`config.mk`:
```
export PLATFORM = sky130hd
export DESIGN_NAME = qar_can_rx_fifo
export DESIGN_NICKNAME = d
export VERILOG_FILES = /design/src/rtl/qar_can_rx_fifo.sv
export SDC_FILE = /design/constraint.sdc
export NUM_CORES = 1
export LEC_CHECK = 0
export ABC_AREA = 1
export CAP_MARGIN = 15
export CORE_MARGIN = 2
export CORE_UTILIZATION = 57
export CTS_CLUSTER_SIZE = 16
export DETAILED_ROUTE_END_ITERATION = 10
export PLACE_DENSITY_LB_ADDON = 0.1
export SLEW_MARGIN = 30
export SYNTH_ARGS = -nofsm -noshare
export SYNTH_HDL_FRONTEND = slang
export SYNTH_SLANG_ARGS = --single-unit
export TNS_END_PERCENT = 100
```
`constraint.sdc`:
```
create_clock -name clk_i -period 10.39 [get_ports clk_i]
set_input_delay 1.039 -clock clk_i [delete_from_list [all_inputs] [get_ports clk_i]]
set_output_delay 1.039 -clock clk_i [all_outputs]
set_load 0.005 [all_outputs]
```
`src/rtl/qar_can_rx_fifo.sv`:
```
// CAN receive FIFO: acceptance filtering, DLC clamp with payload zeroing, frame FIFO
// with sticky overflow, saturating drop counter and a level/overflow interrupt.
module qar_can_rx_fifo #(
    parameter  int unsigned DEPTH       = 4,
    parameter  int unsigned NUM_FILTERS = 2,
    parameter  int unsigned IRQ_LEVEL   = 1,
    localparam int unsigned LW          = $clog2(DEPTH) + 1,
    localparam int unsigned FW          = (NUM_FILTERS > 1) ? $clog2(NUM_FILTERS) : 1
) (
    input  logic                      clk_i,
    input  logic                      rst_ni,
    input  logic                      rx_valid_i,
    input  logic [10:0]               rx_id_i,
    input  logic [3:0]                rx_dlc_i,
    input  logic [63:0]               rx_data_i,
    input  logic [11*NUM_FILTERS-1:0] filt_id_i,
    input  logic [11*NUM_FILTERS-1:0] filt_mask_i,
    input  logic [NUM_FILTERS-1:0]    filt_en_i,
    input  logic                      pop_i,
    input  logic                      ovf_clr_i,
    output logic                      head_valid_o,
    output logic [10:0]               head_id_o,
    output logic [3:0]                head_dlc_o,
    output logic [63:0]               head_data_o,
    output logic [FW-1:0]             head_hit_o,
    output logic [LW-1:0]             level_o,
    output logic                      ovf_o,
    output logic [7:0]                drop_cnt_o,
    output logic                      irq_o
);

    localparam int unsigned AW = $clog2(DEPTH);

    logic [10:0]   slot_id_q   [DEPTH];
    logic [3:0]    slot_dlc_q  [DEPTH];
    logic [63:0]   slot_data_q [DEPTH];
    logic [FW-1:0] slot_hit_q  [DEPTH];

    logic [AW-1:0] wptr_q, wptr_d;
    logic [AW-1:0] rptr_q, rptr_d;
    logic [LW-1:0] level_q, level_d;
    logic          ovf_q, ovf_d;
    logic [7:0]    drop_cnt_q, drop_cnt_d;

    logic [NUM_FILTERS-1:0] match;
    logic                   any_match;
    logic [FW-1:0]          hit_idx;
    logic                   accept;
    logic [3:0]             dlc_eff;
    logic [63:0]            data_eff;
    logic                   full, not_empty;
    logic                   do_push, do_pop, do_drop;

    // Filter match; scanning from the top down leaves the lowest matching index in hit_idx.
    always_comb begin
        match     = '0;
        any_match = 1'b0;
        hit_idx   = '0;
        for (int unsigned i = 0; i < NUM_FILTERS; i++) begin
            match[i] = filt_en_i[i] &&
                       (((rx_id_i ^ filt_id_i[11*i +: 11]) & filt_mask_i[11*i +: 11]) == 11'd0);
        end
        for (int unsigned i = 0; i < NUM_FILTERS; i++) begin
            if (match[NUM_FILTERS-1-i]) begin
                hit_idx   = FW'(NUM_FILTERS-1-i);
                any_match = 1'b1;
            end
        end
        if (filt_en_i == '0) begin
            hit_idx   = '0;
            any_match = 1'b1;
        end
        accept = rx_valid_i & any_match;
    end

    always_comb begin
        dlc_eff  = (rx_dlc_i > 4'd8) ? 4'd8 : rx_dlc_i;
        data_eff = '0;
        for (int unsigned k = 0; k < 8; k++) begin
            if (k < 32'(dlc_eff)) begin
                data_eff[63-8*k -: 8] = rx_data_i[63-8*k -: 8];
            end
        end
    end

    always_comb begin
        not_empty = (level_q != '0);
        full      = (level_q == LW'(DEPTH));
        do_pop    = pop_i & not_empty;
        do_push   = accept & (~full | do_pop);
        do_drop   = accept & full & ~do_pop;

        wptr_d  = do_push ? wptr_q + AW'(1) : wptr_q;
        rptr_d  = do_pop  ? rptr_q + AW'(1) : rptr_q;
        level_d = level_q + LW'(do_push) - LW'(do_pop);

        ovf_d      = ovf_q;
        drop_cnt_d = drop_cnt_q;
        if (ovf_clr_i) begin
            ovf_d      = 1'b0;
            drop_cnt_d = '0;
        end
        // A drop in the clearing cycle restarts the count at one rather than being lost.
        if (do_drop) begin
            ovf_d = 1'b1;
            if (drop_cnt_d != 8'hFF) begin
                drop_cnt_d = drop_cnt_d + 8'd1;
            end
        end
    end

    always_ff @(posedge clk_i or negedge rst_ni) begin
        if (!rst_ni) begin
            wptr_q     <= '0;
            rptr_q     <= '0;
            level_q    <= '0;
            ovf_q      <= 1'b0;
            drop_cnt_q <= '0;
        end else begin
            wptr_q     <= wptr_d;
            rptr_q     <= rptr_d;
            level_q    <= level_d;
            ovf_q      <= ovf_d;
            drop_cnt_q <= drop_cnt_d;
        end
    end

    always_ff @(posedge clk_i) begin
        if (do_push) begin
            slot_id_q[wptr_q]   <= rx_id_i;
            slot_dlc_q[wptr_q]  <= dlc_eff;
            slot_data_q[wptr_q] <= data_eff;
            slot_hit_q[wptr_q]  <= hit_idx;
        end
    end

    always_comb begin
        head_valid_o = not_empty;
        head_id_o    = not_empty ? slot_id_q[rptr_q]   : '0;
        head_dlc_o   = not_empty ? slot_dlc_q[rptr_q]  : '0;
        head_data_o  = not_empty ? slot_data_q[rptr_q] : '0;
        head_hit_o   = not_empty ? slot_hit_q[rptr_q]  : '0;
        level_o      = level_q;
        ovf_o        = ovf_q;
        drop_cnt_o   = drop_cnt_q;
        irq_o        = (level_q >= LW'(IRQ_LEVEL)) | ovf_q;
    end

endmodule
```
=== Yosys cells after proc, flatten, opt, wreduce, memory -nomap -nowiden ===
Memory sizes are Yosys's and may differ from the RTL's.
Index checks and enable logic that the tools add are counted.

* Output and inout port bits: 94
* Input port bits: 130
* Logic and storage cells: 71
* Bits in registers: 16
* Bits in writable memories: 320
* Memories: 4

{| class="wikitable"
|+ Memories
! name !! depth !! bits a word !! read ports !! clocked after Yosys merged registers in !! wr ports !! RTL line !! text
|-
| slot_data_q || 4 || 64 || 1 || 0 || 1 || 36 || <nowiki>logic [63:0] slot_data_q [DEPTH];</nowiki>
|-
| slot_id_q || 4 || 11 || 1 || 0 || 1 || 34 || <nowiki>logic [10:0] slot_id_q [DEPTH];</nowiki>
|-
| slot_dlc_q || 4 || 4 || 1 || 0 || 1 || 35 || <nowiki>logic [3:0] slot_dlc_q [DEPTH];</nowiki>
|-
| slot_hit_q || 4 || 1 || 1 || 0 || 1 || 37 || <nowiki>logic [FW-1:0] slot_hit_q [DEPTH];</nowiki>
|}

* Multiplexer cells: 25
* Add/subtract/negate cells: 5
* Reductions and logical operators: 7
* Eq/ne operators: 2
* Bitwise gates (word level): 13
* $lt $le $gt $ge: 10

{| class="wikitable"
|+ Operator list
! operator !! count
|-
| $mux W8 || 11
|-
| $mux W64 || 1
|-
| $and A11 B11 Y11 || 2
|-
| $logic_not A11 Y1 || 2
|-
| $xor A11 B11 Y11 || 2
|-
| $lt A3 B4 Y1 const A || 4
|-
| $mux W11 || 1
|-
| $mux W1 || 10
|-
| $add A8 B1 Y8 const B || 1
|-
| $lt A1 B4 Y1 const A || 2
|-
| $lt A2 B4 Y1 const A || 2
|-
| $mux W4 || 2
|-
| $ne A8 B8 Y1 const B || 1
|-
| $and A1 B1 Y1 || 5
|-
| $add A2 B1 Y2 const B || 2
|-
| $gt A4 B4 Y1 const B || 1
|-
| $add A3 B1 Y3 || 1
|-
| $eq A3 B3 Y1 const B || 1
|-
| $ge A3 B1 Y1 const B || 1
|-
| $reduce_bool A3 Y1 || 1
|-
| $sub A3 B1 Y3 || 1
|-
| $logic_and A1 B1 Y1 || 2
|-
| $logic_not A2 Y1 || 1
|-
| $not A1 Y1 || 2
|-
| 2 further kinds || 3
|}

=== Longest topological paths before layout ===
Gate-level depths: netlist (run 1).

* Word-level depth: 11
* Mapped depth: 14
* Depth with buffers taken out: 14

=== Worst setup path after synthesis (run 1) ===
Ideal clock, no wire load.

* Path type: input to register
* Start: input filt_id_i[16]
* End: memory slot_data_q[0][0], enable pin
* Setup slack: 4.765 ns
* Stages on the path: 8
* Path buffers: 0
* Required time: 9.871 ns
* Setup time: 0.519 ns
* Data arrival time: 5.106 ns
* Cells stage by stage: or2_1 -> nand3_1 -> nand2_1 -> nor2_1 -> nand3_1 -> nand3_2 -> nand3_2 -> nor2_1

* Cells in the longest elaborated chain, start to end: 11

{| class="wikitable"
|+ RTL lines
! what !! RTL line !! text
|-
| from (decl) || 16 || <nowiki>input logic [11*NUM_FILTERS-1:0] filt_id_i,</nowiki>
|-
| $xor A11 B11 Y11 || 61 || <nowiki>(((rx_id_i ^ filt_id_i[11*i +: 11]) & filt_mask_i[11*i +: 11]) == 11'd0);</nowiki>
|-
| $and A11 B11 Y11 || 61 ||
|-
| $logic_not A11 Y1 || 61 ||
|-
| $logic_and A1 B1 Y1 || 60 || <nowiki>match[i] = filt_en_i[i] &&</nowiki>
|-
| $mux W1 (2 in series) || 64 || <nowiki>if (match[NUM_FILTERS-1-i]) begin</nowiki>
|-
| $mux W1 || 69 || <nowiki>if (filt_en_i == '0) begin</nowiki>
|-
| $and A1 B1 Y1 || 73 || <nowiki>accept = rx_valid_i & any_match;</nowiki>
|-
| $and A1 B1 Y1 || 90 || <nowiki>do_push = accept & (~full | do_pop);</nowiki>
|-
| $mux W1 || 129 || <nowiki>if (do_push) begin</nowiki>
|-
| $mux W1 (implied by the code) || 132 || <nowiki>slot_data_q[wptr_q] <= data_eff;</nowiki>
|-
| to (decl) || 36 ||
|}

Every way passes these cells.

=== Worst setup path in the final report (run 1) ===
* Start: register rptr_q[0]
* End: output head_data_o[45]

* Cells in the longest elaborated chain, start to end: 2

{| class="wikitable"
|+ RTL lines
! what !! RTL line !! text
|-
| from (decl) || 40 || <nowiki>logic [AW-1:0] rptr_q, rptr_d;</nowiki>
|-
| from (signal assigned) || 121 || <nowiki>rptr_q <= rptr_d;</nowiki>
|-
| $mem_v2 Z4 W64 || n/a ||
|-
| $mux W64 || 141 || <nowiki>head_data_o = not_empty ? slot_data_q[rptr_q] : '0;</nowiki>
|-
| to (decl) || 24 || <nowiki>output logic [63:0] head_data_o,</nowiki>
|}

Every way passes these cells.

==> impl_results.md, run 1 <==
* Port buffer count at 223
* Hold-fix buffers, CTS at 0
* Tightest Pin Transition at 0.9636 ns
* Final WL at 32.37 mm
* Main combinational cell family by area after synthesis: simple AND/OR/NAND/NOR gates
* Layout cell share with drive strength beyond 1 at 0.04825
* Minimum clock period at 4.965 ns
* Clock slew seen by the registers of the worst setup and hold paths at 0.06 ns
* Yosys top cell by area: edfxtp_1
* Clock sink count at 336
* Pleak at 6.780 nW
* Crit Path Max Fanout at 96
* Die area at 0.02658 mm²
* Synth-to-Final Area Change at 25.01%
* Simple-gate share of the synthesized area at 0.1541
* CTS HTree Levels at 2
* Setup TNS Final at 0 ns
* Fin nets at 1688
* CTS tree: yes
* Most common cell in the netlist: nor2_1
* Core Box Area at 0.02504 mm²
* Max Buffers Root-to-Sink at 3
* Max-Slew Margin vs Limit at 0.3576
* Worst EP required at 9.35 ns
* Avg Cell Area, Syn at 10.70 µm²
* Vias in the first global route at 10130
* Cell Rows at 58
* Pwr Density at 250.3 mW/mm²
* EDFF count, synth at 320
* Worst setup margin at 5.425 ns
* Final Wtd Congestion at 0.8031
* Arrival time worst endpoint at 3.93 ns
* # setup viols final at 0
* Die H at 163.0 µm
* Num ports at 224
* First-pass GRT wire length at 50.69 mm
* CP Capture Type: primary output
* #FFs+latches synth at 336
* DP HPWL at 18.64 mm
* Drt pass-1 iters at 6
* Post-Synth Adder-Cell Area at 0.008332
* Max-Cap Viols at 0
* ANT cells at 0
* Startpoint Class: register
* Cell variety after synth at 35
* Final hold vios at 0
* Syn Inst Count at 1347
* CTS buffer count at 34
* Critical path class: register to primary output
* Dpl cell area at 0.01691 mm²
* Fill cell total of the finished layout at 1786
* Synthesized area at 0.01442 mm²
* Fin. max-slew vios at 0
* Syn. warnings at 0
* DRC errors left at 0
* CTS root buffer: clkbuf_16
* Peak VDD IR at 0.0002227 V
* Predominant post-synthesis flop cell: edfxtp_1
* # Post-CTS Setup Buffers at 0
* Hold WC Path Type: register to register
* Top cells by count, synth: 383 x nor2_1, 320 x edfxtp_1, 165 x o21ai_0
* Post-synth top area share at 0.6666
* DR vias/cell at 5.344
* Post-place setup slack at 5.696 ns
* WL/cell at 16.99 µm
* Sequential Area at 0.01002 mm²
* PostCTS Resize Cnt at 0
* Initial DRC count at 848
* Xor and xnor area share after synthesis at 0.002430
* Clock Latency Late Sink at 0.51 ns
* Overflow after GRT at 0
* Initial antenna violation count at 0
* Post-synthesis mux area share at 0
* Chip width at 163.0 µm
* Synth top area cells: edfxtp_1 67%, nor2_1 10%, o21ai_0 5.7%
* Status: finished clean
* RSZ-0062 raised after global routing: no
* Area occupied by multi-input gates at 0.003670 mm²
* DR vias at 10180
* Fin crit share at 0.4778
* Finished Cell Area at 0.01802 mm²
* Net Count, Synth at 1486
* Largest net degree at the start of global routing at 97
* Fmax at 0.2014 GHz
* Post-synthesis compound-gate area fraction at 0.08731
* Total track usage at 0.2448
* Initial core utilization at 0.5758
* Post-synthesis sequential area ratio at 0.6943
* Synth async-reset ratio at 0.04762
* Clock skew at 0.01381 ns
* Remaining antenna violation count at 0
[layout make-up]
class                      count  area share
clock buffer                  43     0.05262
clock inverter                19    0.008678
inverter                     127     0.02701
multi-input combinational    818      0.2036
sequential                   336      0.5558
tap                          330     0.02291
timing repair buffer         232      0.1293
[kinds of logic after synthesis]
kind of cell / count (synthesis)
xor+xnor: 4
flops: 336
compound gates: 250
fa+ha+maj: 9
buf+inv: 193
simple gates: 555
[power breakdown]
part	leakage (nW)	switching (mW)	internal (mW)
sequential	3.12	0.105	1.58
combinational	3.12	0.859	0.774
clock	0.534	0.474	0.719
[final timing paths]
path                       startpoint               to  slack, ns  depth (start not counted)
max                         rptr_q[0]  head_data_o[45]       5.43                          5
min                         wptr_q[1]        wptr_q[1]       0.55                          2
max reg2reg                level_o[1]  slot_id_q[3][3]       7.49                          5
min reg2reg                 wptr_q[1]        wptr_q[1]       0.55                          2
max in group asynchronous      rst_ni        rptr_q[1]       8.89                          1
min in group asynchronous      rst_ni    drop_cnt_o[4]       0.97                          1
[through the flow]
stage	hold WS, ns	power [mW]	instances	util
finish	0.5543	4.510	1905	0.7198
global route	0.5773	4.759	1905	0.7198
CTS	0.5565	4.546	1905	0.7194
detailed placement	0.5424	3.347	1843	0.6753
global placement	0.5275	3.310	1842	0.6742
floorplan	0.4923	2.503	1347	-
[cells in the final DEF, fill, tap and decap left out, drive strengths merged, types with 9 or more instances in the layout]
cell / n
a21oi: 81
buf: 9
clkbuf: 43
clkdlybuf4s50: 223
clkinv: 18
dfrtp: 16
edfxtp: 320
inv: 124
nand2: 113
nand3: 36
nand4: 11
nor2: 385
o21ai: 167
[per-layer routing]
| metal | wire length [µm] | up-vias | GRT usage |
|---|---|---|---|
| li1 | - | 4942 | - |
| met1 | 13670 | 4817 | 0.3258 |
| met2 | 15680 | 370 | 0.4137 |
| met3 | 2295 | 51 | 0.04672 |
| met4 | 722 | 0 | 0.07401 |
| met5 | 0 | - | 0 |
[registers in the layout (all words and copies together) (netlist names)]
register and cells:
wptr_q 2, slot_dlc_q 16, slot_data_q 256, slot_id_q 44, rptr_q 2, drop_cnt_o 8
ovf_o 1, slot_hit_q 4, level_o 3
[critical path, stage by stage (launching register included)]
cell and delay, ns:
dfrtp_4 0.77, inv_4 0.59, buf_4 0.73, o21ai_0 0.22
a21oi_1 0.35, clkdlybuf4s50_1 0.57
No activity file was read; power rests on OpenSTA's default activity.
==> run 2, diff against run 1 <==
--- a/config.mk
+++ b/config.mk
@@ -8,7 +8,7 @@
 export ABC_AREA = 1
 export CAP_MARGIN = 15
 export CORE_MARGIN = 2
-export CORE_UTILIZATION = 57
+export CORE_UTILIZATION = 54
 export CTS_CLUSTER_SIZE = 16
 export DETAILED_ROUTE_END_ITERATION = 10
 export PLACE_DENSITY_LB_ADDON = 0.1
==> constraint.sdc (replaced) <==
create_clock -name clk_i -period 4.6 [get_ports clk_i]
set_input_delay 0.46 -clock clk_i [delete_from_list [all_inputs] [get_ports clk_i]]
set_output_delay 0.46 -clock clk_i [all_outputs]
set_load 0.005 [all_outputs]
==> run 2 against run 1 <==
Against the previous run: the flow now finishes with violations (DRC); cell count up 0.37%; final area barely moved; via count is 0.49% higher; highest routed layer unchanged.
==> impl_results.md, run 2 (synthesis results as in run 1) <==
* Failing checks: DRC
* DRC errors left at 11
* Most flops, register: slot_data_q
* Combinational fraction of design power at 0.382
* Clock slew seen by the registers of the worst setup and hold paths at 0.06 ns
* Port buffer count at 223
* Critical path class: register to primary output
* Core Box Area at 0.02613 mm²
* Hold WC Path Type: input port to async pin
* Chip width at 167.4 µm
* Max Buffers Root-to-Sink at 3
* Setup TNS Final at 0 ns
* Initial antenna violation count at 0
* Clock Latency Late Sink at 0.51 ns
* Worst EP required at 4.14 ns
* Peak VDD IR at 0.0005432 V
* CTS HTree Levels at 2
* CTS buffer count at 34
* # Post-CTS Setup Buffers at 0
* Pleak at 6.788 nW
* Power, Total at 10.08 mW
* Fill cell total of the finished layout at 1924
* Total track usage at 0.2339
* Worst setup margin at 0.6042 ns
* Final cell count without fillers at 1912
* ANT cells at 0
* Area occupied by multi-input gates at 0.003665 mm²
* Pwr Density at 558.7 mW/mm²
* Most common cell after layout, fill and taps aside: nor2_1
* Dpl cells at 1855
* DP HPWL at 19.85 mm
* Fin nets at 1695
* Largest regs: slot_data_q x256, slot_id_q x44, slot_dlc_q x16
* WL/cell at 17.28 µm
* Largest net degree at the start of global routing at 163
* Tightest Pin Transition at 0.9084 ns
* WP buf/inv at 3
* Internal at 6.807 mW
* Initial DRC count at 1044
* Num ports at 224
* Fin. max-slew vios at 0
* Arrival time worst endpoint at 3.54 ns
* Final WL at 33.05 mm
* First-pass GRT wire length at 51.74 mm
* Post-place setup slack at 1.060 ns
* RSZ-0062 raised after global routing: no
* Critical-path cell list: clkinv_2 > buf_4 > nor2_1 > o21ai_0 > a21oi_1 > clkdlybuf4s50_1
* Final hold vios at 0
* Remaining antenna violation count at 0
* Final Wtd Congestion at 0.8033
* Fin crit share at 0.8686
* Crit Path Max Fanout at 38
* Flop pwr share at 0.367
* Overflow after GRT at 0
* Sequential Area at 0.01002 mm²
* Sw power at 3.272 mW
* Drt pass-1 iters at 8
* Die H at 167.4 µm
* DR vias at 10230
* Clock sink count at 336
* Clk pwr share at 0.251
* Final Util at 0.6903
* Synth-to-Final Area Change at 25.13%
* Max stage delay cell, worst path: dfrtp_4
* DR vias/cell at 5.350
* Minimum clock period at 3.996 ns
* Hold-fix buffers, CTS at 0
* Clock skew at 0.01515 ns
* Startpoint Class: register
* PostCTS Resize Cnt at 0
* # setup viols final at 0
* CTS root buffer: clkbuf_16
* Max-Slew Margin vs Limit at 0.3944
* CP delay by family, top: buffers and inverters
* Max incr delay on CP at 0.77 ns
* R2R setup slack at 1.56 ns
* Layout cell share with drive strength beyond 1 at 0.05073
* Status: finished, violations left
* Max-Cap Viols at 0
* Cell Rows at 59
* Die area at 0.02802 mm²
* CTS tree: yes
* Sw Share at 0.3246
* CP Capture Type: primary output
* Commonest cells after routing, fill and taps aside: 379 x nor2_1, 320 x edfxtp_1, 223 x clkdlybuf4s50_1
* Fmax at 0.2503 GHz
* Max FFs per register at 256
* Initial core utilization at 0.5517
* Vias in the first global route at 10010
run 2: cell types whose count changed in the layout (fill, tap and decap cells not counted), sizes merged:
cell	previous run	this run
clkbuf	43	44
bufinv	3	1
clkinv	18	14
buf	9	16
inv	124	125
clkinvlp	1	0
run 2: stage by stage:
step	area (µm²)	hold WS, ns
global placement	17030	0.5297
CTS	18040	0.4262
finish	18040	0.3992
floorplan	14420	0.1644
detailed placement	17030	0.5390
global route	18040	0.4562
run 2: final timing paths:
check,cells past startpoint,startpoint,endpoint
max,6,rptr_q[1],head_data_o[46]
min,1,rst_ni,rptr_q[1]
max reg2reg,10,level_o[1],level_o[2]
min reg2reg,2,wptr_q[0],wptr_q[0]
max in group asynchronous,1,rst_ni,rptr_q[0]
min in group clk_i,2,wptr_q[0],wptr_q[0]
run 2: power by group through the flow:
stage | clock network (mW) | logic, mW | registers [mW]
floorplan | 0 | 1.96 | 3.69
global placement | 0 | 3.82 | 3.75
detailed placement | 0 | 3.86 | 3.76
CTS | 2.56 | 3.90 | 3.70
global route | 2.68 | 4.23 | 3.71
finish | 2.53 | 3.85 | 3.70
run 2: final cells by class:
type / count / area share
Clock buffer: 44 / 0.05153
Clock inverter: 13 / 0.004578
Inverter: 127 / 0.02698
Multi-Input combinational cell: 818 / 0.2031
Sequential cell: 336 / 0.5553
Tap cell: 335 / 0.02323
Timing Repair Buffer: 239 / 0.1352
run 2: per-layer routing:
layer / up-vias / part of all wire / track usage
met4: 0 / 0.016 / 0.05369
met2: 375 / 0.49 / 0.3965
met1: 4862 / 0.43 / 0.3226
li1: 4948 / - / -
met5: - / 0 / 0
met3: 45 / 0.067 / 0.03687
run 2: worst register-to-register path: stages (launching register included):
cell and delay (ns):
dfrtp_1 0.41, nor2_1 0.09, nand2_1 0.12, clkinv_2 0.70, nor2_1 0.54, ha_1 0.31
inv_1 0.06, ha_1 0.13, inv_1 0.05, fa_1 0.36, xor2_1 0.17
==> run 3, diff against run 2 <==
--- a/config.mk
+++ b/config.mk
@@ -8,7 +8,7 @@
 export ABC_AREA = 1
 export CAP_MARGIN = 15
 export CORE_MARGIN = 2
-export CORE_UTILIZATION = 54
+export CORE_UTILIZATION = 50
 export CTS_CLUSTER_SIZE = 16
 export DETAILED_ROUTE_END_ITERATION = 10
 export PLACE_DENSITY_LB_ADDON = 0.1
==> run 3 against run 2 <==
Against the previous run: the flow now finishes without violations; worst setup slack improved by 0.25 ns; non-clock buffer count up 2; clock skew down 0.0058 ns; register-to-register slack improved by 0.16 ns; clock-buffer cell count is 1 higher; final area is 0.81% higher; die area grew 7.8%; via count shrank 0.86%; largest power group unchanged; global-route usage shrank 2.0 points.
==> impl_results.md, run 3 (synthesis results as in run 1) <==
* Fin. max-slew vios at 0
* Vias in the first global route at 9863
* Fin nets at 1698
* R2R setup slack at 1.72 ns
* Synth-to-Final Area Change at 26.15%
* Power, Total at 10.23 mW
* Max-Cap Viols at 0
* Die H at 173.8 µm
* M3 GR Usage at 0.04101
* Die area at 0.03021 mm²
* Global Route met2 Usage at 0.3556
* Final hold vios at 0
* Clock sink count at 336
* Initial DRC count at 890
* PostCTS Resize Cnt at 0
* Worst EP required at 4.14 ns
* Cell Rows at 62
* Met1 usage at 0.2875
* # Post-CTS Setup Buffers at 0
* Max-Slew Margin vs Limit at 0.4213
* Fill cell total of the finished layout at 2319
* DP HPWL at 19.25 mm
* Crit Path Max Fanout at 68
* Max Buffers Root-to-Sink at 3
* RSZ-0062 raised after global routing: no
* ANT cells at 0
* Port buffer count at 223
* CTS root buffer: clkbuf_16
* Pleak at 6.843 nW
* WL/cell at 16.57 µm
* Startpoint Class: register
* CP Capture Type: primary output
* Hold-fix buffers, CTS at 0
* Fmax at 0.2671 GHz
* Dpl cells at 1906
* Peak VDD IR at 0.0004224 V
* Commonest cells after routing, fill and taps aside: 379 x nor2_1, 320 x edfxtp_1, 223 x clkdlybuf4s50_1
* Largest regs: slot_data_q x256, slot_id_q x44, slot_dlc_q x16
* Status: finished clean
* Overflow after GRT at 0
* Worst setup margin at 0.8557 ns
* Core Box Area at 0.02855 mm²
* R2r startpoint: level_o[1]
* Post-place setup slack at 1.009 ns
* Finished Cell Area at 0.01819 mm²
* Critical path class: register to primary output
* First-pass GRT wire length at 50.79 mm
* Initial core utilization at 0.5050
* Most Crowded Layer GR: met2
* CTS buffer count at 35
* Clock Latency Late Sink at 0.51 ns
* Fin crit share at 0.8140
* Final cell count without fillers at 1969
* Clock skew at 0.009333 ns
* Tightest Pin Transition at 0.8623 ns
* Largest net degree at the start of global routing at 97
* CTS HTree Levels at 2
* Reg2Reg Depth at 10
* Num ports at 224
* Drt pass-1 iters at 5
* Initial antenna violation count at 0
* DR vias/cell at 5.151
* Clock slew seen by the registers of the worst setup and hold paths at 0.06 ns
* Dpl cell area at 0.01708 mm²
* # setup viols final at 0
* Most flops, register: slot_data_q
* Arrival time worst endpoint at 3.28 ns
* Final Wtd Congestion at 0.8093
* Remaining antenna violation count at 0
* Total track usage at 0.2138
* Layout cell share with drive strength beyond 1 at 0.05552
* Pwr Density at 562.7 mW/mm²
* Minimum clock period at 3.744 ns
* Chip width at 173.8 µm
* Max FFs per register at 256
* DR vias at 10140
* CTS tree: yes
* Hold WC Path Type: input port to async pin
* Final WL at 32.62 mm
* Most common cell after layout, fill and taps aside: nor2_1
* DRC errors left at 0
* R2R Path End: level_o[2]
run 3: metrics by stage:
step	utilization	TNS, ns	hold slack (ns)
2_1_floorplan	-	-142.78	0.1644
3_3_place_gp	0.5984	0	0.5190
3_5_place_dp	0.5984	0	0.5289
4_1_cts	0.6371	0	0.4318
5_1_grt	0.6371	0	0.4770
6_report	0.6371	0	0.4062
run 3: final cells by class:
type / count / area (µm²) / share of cell area
multi-input combinational: 818 / 3670 / 0.2018
clock buffer: 45 / 975.9 / 0.05366
sequential: 336 / 10020 / 0.5508
inverter: 127 / 486.7 / 0.02676
timing repair buffer: 241 / 2430 / 0.1336
clock inverter: 18 / 126.4 / 0.006949
tap: 384 / 480.5 / 0.02642
run 3: worst max-delay path by stage:
| stage | from | endpoint | slack [ns] | cells after the start |
|---|---|---|---|---|
| 6_report | rptr_q[0] | head_data_o[43] | 0.86 | 5 |
| 5_1_grt | rptr_q[0] | head_data_o[43] | 0.65 | 5 |
| 2_1_floorplan | filt_id_i[16] | slot_data_q[0][0] | -0.45 | 8 |
| 3_3_place_gp | rx_id_i[7] | slot_data_q[0][11] | 1.14 | 10 |
| 4_1_cts | rptr_q[0] | head_data_o[50] | 0.83 | 5 |
| 3_5_place_dp | rx_id_i[5] | slot_data_q[0][11] | 1.01 | 10 |
run 3: report_power, final:
part / internal, mW / leakage, nW / total [mW] / switching, mW
Combinational: 1.78 / 3.18 / 3.81 / 2.03
Sequential: 3.57 / 3.12 / 3.73 / 0.157
Clock: 1.60 / 0.542 / 2.70 / 1.09
run 3: routing by layer:
layer  vias to the layer above  part of all wire
met5                         -                 0
met4                         0             0.024
met3                        58             0.066
met2                       337              0.47
met1                      4785              0.44
li1                       4962                 -
run 3: worst max-delay path: stages, from the launching register on:
cell and delay [ns]:
dfrtp_4 0.75, inv_4 0.38, buf_4 0.52, o21ai_0 0.18, a21oi_1 0.31, clkdlybuf4s50_1 0.57
